--- src/rtl/lsu_pkg.sv ---
// ---------------------------------------------------------------------------
// lsu_pkg: shared state encoding and wait-counter width for load_store_unit.
// Rev 1.0
// ---------------------------------------------------------------------------
`default_nettype none

package lsu_pkg;

  typedef enum logic [1:0] {
    IDLE   = 2'd0,
    ACCESS = 2'd1,
    RESP   = 2'd2
  } lsu_state_t;

  // Wide enough for WAIT_CYCLES up to 15.
  localparam int WAIT_CNT_W = 4;

endpackage

`default_nettype wire

--- src/rtl/lsu_load_align.sv ---
// ---------------------------------------------------------------------------
// lsu_load_align: selects word or low byte of memory read data and extends it.
// Build option: LSU_LB_SIGN_EXT_EN (sign-extend byte loads). Rev 1.0
// ---------------------------------------------------------------------------
`default_nettype none

module lsu_load_align #(
  parameter int DATA_W = 32
) (
  input  logic              byte_i,
  input  logic [DATA_W-1:0] rdata_i,
  output logic [DATA_W-1:0] data_o
);

  always_comb begin
    data_o = rdata_i;
    if (byte_i) begin
`ifdef LSU_LB_SIGN_EXT_EN
      data_o = {{(DATA_W-8){rdata_i[7]}}, rdata_i[7:0]};
`else
      data_o = {{(DATA_W-8){1'b0}}, rdata_i[7:0]};
`endif
    end
  end

endmodule

`default_nettype wire

--- src/rtl/load_store_unit.sv ---
// ---------------------------------------------------------------------------
// load_store_unit: registered lw/sw/lb/sb controller for a byte-addressed memory.
// Build option: LSU_LB_SIGN_EXT_EN (sign-extend byte loads). Rev 1.0
// ---------------------------------------------------------------------------
`default_nettype none

module load_store_unit
  import lsu_pkg::*;
#(
  parameter int ADDR_W      = 18,
  parameter int DATA_W      = 32,
  parameter int MEM_BYTES   = 256,
  parameter int WAIT_CYCLES = 1
) (
  input  logic              clk,
  input  logic              reset,
  input  logic              req_valid,
  output logic              req_ready,
  input  logic              req_write,
  input  logic              req_byte,
  input  logic [ADDR_W-1:0] req_addr,
  input  logic [DATA_W-1:0] req_wdata,
  output logic              resp_valid,
  input  logic              resp_ready,
  output logic [DATA_W-1:0] resp_rdata,
  output logic              resp_err,
  output logic [ADDR_W-1:0] mem_address,
  output logic [DATA_W-1:0] mem_write_data,
  output logic              mem_memRead,
  output logic              mem_memWrite,
  output logic              mem_byteOperations,
  input  logic [DATA_W-1:0] mem_read_data
);

  localparam logic [ADDR_W:0]     MEM_LIMIT = (ADDR_W+1)'(MEM_BYTES);
  localparam logic [WAIT_CNT_W-1:0] WAIT_LOAD = WAIT_CNT_W'(WAIT_CYCLES - 1);

  lsu_state_t              state_q;
  logic [WAIT_CNT_W-1:0]   cnt_q;
  logic                    req_ready_q;
  logic                    write_q;
  logic                    byte_q;
  logic [ADDR_W-1:0]       addr_q;
  logic [DATA_W-1:0]       wdata_q;
  logic                    rd_q;
  logic                    wr_q;
  logic                    byteop_q;
  logic                    resp_valid_q;
  logic                    resp_err_q;
  logic [DATA_W-1:0]       resp_rdata_q;

  logic [ADDR_W:0]         addr_ext;
  logic                    req_err_d;
  logic [DATA_W-1:0]       load_data_d;

  // One extra bit so addr+3 near the top of the address space cannot wrap.
  assign addr_ext  = {1'b0, req_addr};
  assign req_err_d = (addr_ext >= MEM_LIMIT)
                   | (~req_byte & (req_addr[1:0] != 2'b00))
                   | (~req_byte & ((addr_ext + (ADDR_W+1)'(3)) >= MEM_LIMIT));

  lsu_load_align #(.DATA_W(DATA_W)) u_align (
    .byte_i  (byte_q),
    .rdata_i (mem_read_data),
    .data_o  (load_data_d)
  );

  always_ff @(posedge clk or posedge reset) begin
    if (reset) begin
      state_q      <= IDLE;
      cnt_q        <= '0;
      req_ready_q  <= 1'b0;
      write_q      <= 1'b0;
      byte_q       <= 1'b0;
      addr_q       <= '0;
      wdata_q      <= '0;
      rd_q         <= 1'b0;
      wr_q         <= 1'b0;
      byteop_q     <= 1'b0;
      resp_valid_q <= 1'b0;
      resp_err_q   <= 1'b0;
      resp_rdata_q <= '0;
    end else begin
      case (state_q)
        IDLE: begin
          if (req_valid && req_ready_q) begin
            req_ready_q <= 1'b0;
            write_q     <= req_write;
            byte_q      <= req_byte;
            addr_q      <= req_addr;
            wdata_q     <= req_wdata;
            if (req_err_d) begin
              state_q      <= RESP;
              resp_valid_q <= 1'b1;
              resp_err_q   <= 1'b1;
              resp_rdata_q <= '0;
            end else begin
              state_q  <= ACCESS;
              cnt_q    <= WAIT_LOAD;
              rd_q     <= ~req_write;
              wr_q     <= req_write;
              byteop_q <= req_byte;
            end
          end else begin
            req_ready_q <= 1'b1;
          end
        end
        ACCESS: begin
          if (cnt_q == '0) begin
            rd_q         <= 1'b0;
            wr_q         <= 1'b0;
            byteop_q     <= 1'b0;
            resp_rdata_q <= write_q ? '0 : load_data_d;
            resp_err_q   <= 1'b0;
            resp_valid_q <= 1'b1;
            state_q      <= RESP;
          end else begin
            cnt_q <= cnt_q - 1'b1;
          end
        end
        RESP: begin
          if (resp_ready) begin
            resp_valid_q <= 1'b0;
            resp_err_q   <= 1'b0;
            resp_rdata_q <= '0;
            req_ready_q  <= 1'b1;
            state_q      <= IDLE;
          end
        end
        default: state_q <= IDLE;
      endcase
    end
  end

  assign req_ready          = req_ready_q;
  assign resp_valid         = resp_valid_q;
  assign resp_err           = resp_err_q;
  assign resp_rdata         = resp_rdata_q;
  assign mem_address        = addr_q;
  assign mem_write_data     = wdata_q;
  assign mem_memRead        = rd_q;
  assign mem_memWrite       = wr_q;
  assign mem_byteOperations = byteop_q;

endmodule

`default_nettype wire

--- config.mk ---
export PLATFORM = sky130hd
export DESIGN_NAME = load_store_unit
export DESIGN_NICKNAME = d
export VERILOG_FILES = /design/src/rtl/lsu_pkg.sv /design/src/rtl/lsu_load_align.sv /design/src/rtl/load_store_unit.sv
export SDC_FILE = /design/constraint.sdc
export NUM_CORES = 1
export LEC_CHECK = 0
export ABC_AREA = 1
export CAP_MARGIN = 20
export CORE_MARGIN = 3
export CORE_UTILIZATION = 46
export CTS_BUF_LIST = sky130_fd_sc_hd__clkbuf_8 sky130_fd_sc_hd__clkbuf_16
export DETAILED_ROUTE_END_ITERATION = 8
export GPL_ROUTABILITY_DRIVEN = 0
export PLACE_DENSITY = 0.87
export SETUP_SLACK_MARGIN = 0.4
export SYNTH_ARGS = -nofsm -noshare
export SYNTH_HDL_FRONTEND = slang
export SYNTH_SLANG_ARGS = --single-unit
--- constraint.sdc ---
create_clock -name clk -period 5.6 [get_ports clk]
set_input_delay 0.84 -clock clk [delete_from_list [all_inputs] [get_ports clk]]
set_output_delay 0.84 -clock clk [all_outputs]
set_load 0.01 [all_outputs]
# Word level (Yosys, flattened, before mapping)
# Cells that the tools add are included.
[word_totals]
reg_bits = 96
inputBits = 88
ramBits = 0
rom_bits = 0
mem_count = 0
out_inout_bits = 88
word_cells = 79
latch_bits = 0
[op_classes]
bitwise_logic = 6
muxes = 35
order_cmp = 2
eq_ne = 8
reduce_logical = 13
add_sub_neg = 2
multipliers = 0
shift = 0
div = 0
[op_table]
columns = ["op", "n"]
rows = [
  ["$mux W32", 6],
  ["$pmux W32 S3", 1],
  ["$add A18 B2 Y19 const B", 1],
  ["$ge A19 B9 Y1 const B", 1],
  ["$ge A18 B9 Y1 const B", 1],
  ["$mux W1", 13],
  ["$mux W4", 3],
  ["$ne A2 B2 Y1 const B", 6],
  ["$mux W2", 4],
  ["$pmux W1 S2", 4],
  ["$pmux W4 S2", 1],
  ["$reduce_and A4 Y1", 2],
  ["$pmux W1 S3", 2],
  ["$pmux W2 S3", 1],
  ["$reduce_bool A2 Y1", 3],
  ["$reduce_and A5 Y1", 1],
  ["$logic_not A4 Y1", 1],
  ["$reduce_and A2 Y1", 2],
  ["$sub A4 B1 Y4 const B", 1],
  ["$reduce_and A3 Y1", 1],
  ["$reduce_bool A3 Y1", 1],
  ["$and A1 B1 Y1", 2],
  ["$eq A2 B1 Y1 const B", 1],
  ["$eq A2 B2 Y1 const B", 1],
  ["4 further kinds", 6],
]

# Longest topological paths before layout
[depth]
ltp_word = 7
mapped_depth = 12
depth_no_buf = 10

# Hierarchy
# From an unflattened synthesis, not the netlist that was laid out.
[hier_totals]
cells_unflattened = 492
hier_area_um2 = 4541.9
[modules_own_cells]
columns = ["mod", "area_each_um2", "cells_per_inst", "seq_area_each_um2", "instances"]
rows = [
  ["load_store_unit", 4279.1, 434, 2402.3, 1],
  ["lsu_load_align", 262.8, 58, 0.0, 1],
]

# Worst setup path before layout
# OpenSTA, ideal clock, no wires.
[synth_timing]
path_type = "input-to-reg"
from = "input req_addr[12]"
to = "register resp_rdata_q[2], in the netlist resp_rdata[2]"
slack_ps = 3864
path_stages = 7
setup_ps = 117
required_ps = 5483
t_arrival_ps = 1619
path_buffers = 1
path_cell_list = "nor2_1 -> nand2_1 -> nor2_1 -> nand3_2 -> buf_2 -> nand3b_1 -> nand2_1"
[synth_between]
elab_chain_cells = 6
elab_cells_between_ends = 8
cone_classes = "add/sub: 1; order compare: 2; eq/ne: 1; bitwise: 3; reduce/logical: 1"
[synth_lines]
columns = ["item", "line_no", "source"]
rows = [
  ["start: declaration", "load_store_unit.sv:21", "input logic [ADDR_W-1:0] req_addr,"],
  ["$add A18 B2 Y19", "load_store_unit.sv:60", "| (~req_byte & ((addr_ext + (ADDR_W+1)'(3)) >= MEM_LIMIT));"],
  ["$ge A19 B9 Y1", "load_store_unit.sv:60", ""],
  ["$and A1 B1 Y1", "load_store_unit.sv:60", ""],
  ["$or A1 B1 Y1 (*)", "load_store_unit.sv:60", ""],
  ["$ne A2 B2 Y1 (no line) (*)", "-", ""],
  ["$reduce_and A5 Y1 (no line) (*)", "-", ""],
  ["end signal: assignment", "load_store_unit.sv:113", "resp_rdata_q <= write_q ? '0 : load_data_d;"],
  ["end: declaration", "load_store_unit.sv:50", "logic [DATA_W-1:0] resp_rdata_q;"],
]
# Mark *: on every way between the ends. The rest lies on a longest branch, timed or not.
# A chain may end at the register's enable or synchronous reset.

# Worst setup path in the final report
[layout_timing]
from = "input req_addr[9]"
to = "register resp_rdata_q[28], in the netlist resp_rdata[28]"
# The elaborated chain is that of the path after synthesis.

==> results.ini <==
[timing]
slew_violations=0
rsz0062_at_grt=no
fin_crit_sh=0.485
finalSetupTns_ns=0
layout_setup_ws_ns=2.88
maxSlewHeadroom=0.472
finalHoldViolCount=0
fmaxAchievable_mhz=368
min_period_ns=2.72
clock_skew_ns=0.00829
setup_viol=0
worst_pin_slew_ns=0.792

[worst_hold_path]
hp-class=flip-flop to flip-flop

[finish]
diodes=0
regArea_sq_um=2400
design_area_sq_um=6230
synthToLayoutAreaGrowth_pct=45.7
layoutNonFillerInstCount=706
drive_gt1_frac=0.124
multi_input_area_sq_um=1660
finalNetCount=686
n_fill_cell=691

[global_routing]
grt_max_degree=63
antenna_found_initial=0
grt_pass1_vias=3612
grt_usage=0.211
grt_overflow=0
grt_pass1_wl_um=17300

[power]
p_leak_nw=2.86
totalPowerFinal_mw=2.67
peakVddDrop_mv=0.318
p_per_area_nw_per_um2=428

[setup_path]
worstSetupStartpointType=input pin
cpPeakStageDelay_ns=0.61
path_class=input pin to flip-flop
cp-end-kind=flip-flop
crit_fanout=36
worstPathCellList=clkdlybuf4s50_1, nor2_1, nand2_1, nor2_1, nand3_2, nand2_4, nand2_1, nand2_1
cp_data_required_time_ns=5.89
cpMaxStageDelayCell=nand3_2
cp.arrival_ns=3.00
cpMostUsedCell=nand2_1

[clock_tree]
clk_path_buf_depth=2
cts_hold_buf=0
root_buffer=clkbuf_8
cts_tree=built
insertion_delay_ns=0.35
clock-sinks=96
cts-htree-levels=3
clk_pin_slew_ns=0.09
cts_buffers=9
post_cts.repair.setup_buffers=0
cts_resized=0

[synth]
ys_top_cells_by_count=nand2_1 (136), dfrtp_1 (96), mux2_2 (48)
synth_cell_types=21
ys_ff_latch=96
synth_top_flop_cell=dfrtp_1
syn_area_per_cell_sq_um=10.0
async_reset_ff_frac=1.00
syn-num-nets=521
synth-seq-area-share=0.561
synth_area_leaders=dfrtp_1 (56%), mux2_2 (13%), nand2_1 (12%)
yosysTopAreaCellShare=0.561
yosysWarnings=0
synth_cells=428
synth_edf_count=0
synth_area_sq_um=4280
post-synth-top-count-cell=nand2_1
yosys.area.top_type=dfrtp_1

[routing]
met1_length_um=4280
drt_iter0_drc=128
drc=0
drtAntennaViolNets=0
wl_met2_um=5840
drtPass1Iterations=4
routed-via-count=3540
drt-vias-per-instance=5.01
drt-total-wl_um=11000
top_layer=met4
detail_route.wl_per_cell_um=15.6
met3_length_um=709

[floorplanning]
coreArea_sq_um=8890
die_x_um=102
ios=176
row_count=34
start_util=0.481
fp.dieH_um=102
die_area_sq_um=10500

[placement]
dp_hpwl_um=8060
portBuffers=175
placed_cell_area_sq_um=6010
place_ws_ns=2.50
place_inst=690

[run_status]
status=finished clean

[flow_run]
timing.max_cap.violations=0

==> routing by layer <==
metal | track usage | vias up
li1 | - | 1691
met1 | 0.247 | 1705
met2 | 0.376 | 128
met3 | 0.0546 | 16
met4 | 0.0696 | 0
met5 | 0 | -
==> worst paths after layout <==
check	from	endpoint	slack, ns	depth (start not counted)
max in group asynchronous	reset	mem_address[16]$_DFFE_PP0P_	3.61	3
min	resp_rdata[11]$_DFFE_PP0P_	resp_rdata[11]$_DFFE_PP0P_	0.47	2
min reg2reg	resp_rdata[11]$_DFFE_PP0P_	resp_rdata[11]$_DFFE_PP0P_	0.47	2
max reg2reg	state_q[0]$_DFFE_PP0P_	resp_rdata[28]$_DFFE_PP0P_	3.22	6
max	req_addr[9]	resp_rdata[28]$_DFFE_PP0P_	2.88	8
min in group asynchronous	reset	mem_write_data[15]$_DFFE_PP0P_	0.84	2
==> cells in the final DEF (no fill, tap or decap), drive strengths merged <==
master           n
clkdlybuf4s50  175
nand2          139
dfrtp           96
mux2            48
nor2            48
nand3           33
inv             16
nand3b          10
clkbuf           9
o21ai            7
ha               5
a21oi            4
bufinv           2
clkinvlp         2
buf              2
xnor2            1
clkinv           1
==> kinds of logic after synthesis <==
logic type	count (synthesis)	share of synthesized area
buf+inv	37	0.0529
flops	96	0.561
mux	48	0.126
xor+xnor	1	0.00205
compound gates	11	0.0129
simple gates	230	0.230
fa+ha+maj	5	0.0146
==> sequential cells by signal, indices dropped and copies added (netlist names) <==
register,flops
mem_memWrite,1
resp_err,1
mem_byteOperations,1
mem_write_data,32
mem_memRead,1
mem_address,18
byte_q,1
resp_rdata,32
req_ready,1
write_q,1
cnt_q,4
state_q,2
resp_valid,1
==> power by group <==
part           internal, mW  switching, mW
clock network         0.252          0.240
logic                 0.625          0.501
registers             0.909          0.139
==> per-stage QoR <==
stage / util / hold slack (ns)
after floorplan: - / 0.464
after global placement: 0.676 / 0.458
after detailed placement: 0.676 / 0.458
after CTS: 0.701 / 0.480
after global routing: 0.701 / 0.509
final: 0.701 / 0.473
==> worst max-delay path, delay by kind of cell <==
| family | cells | cell delay [ns] |
|---|---|---|
| buffers and inverters | 1 | 0.43 |
| and+or+nand+nor | 7 | 1.71 |
==> final cells by class <==
class,count,area share
clock buffer,9,0.0199
clock inverter,7,0.0155
inverter,14,0.00883
multi-input combinational,295,0.266
sequential,96,0.385
tap,108,0.0217
timing repair buffer,177,0.283
Power figures use the tool's default switching activity.
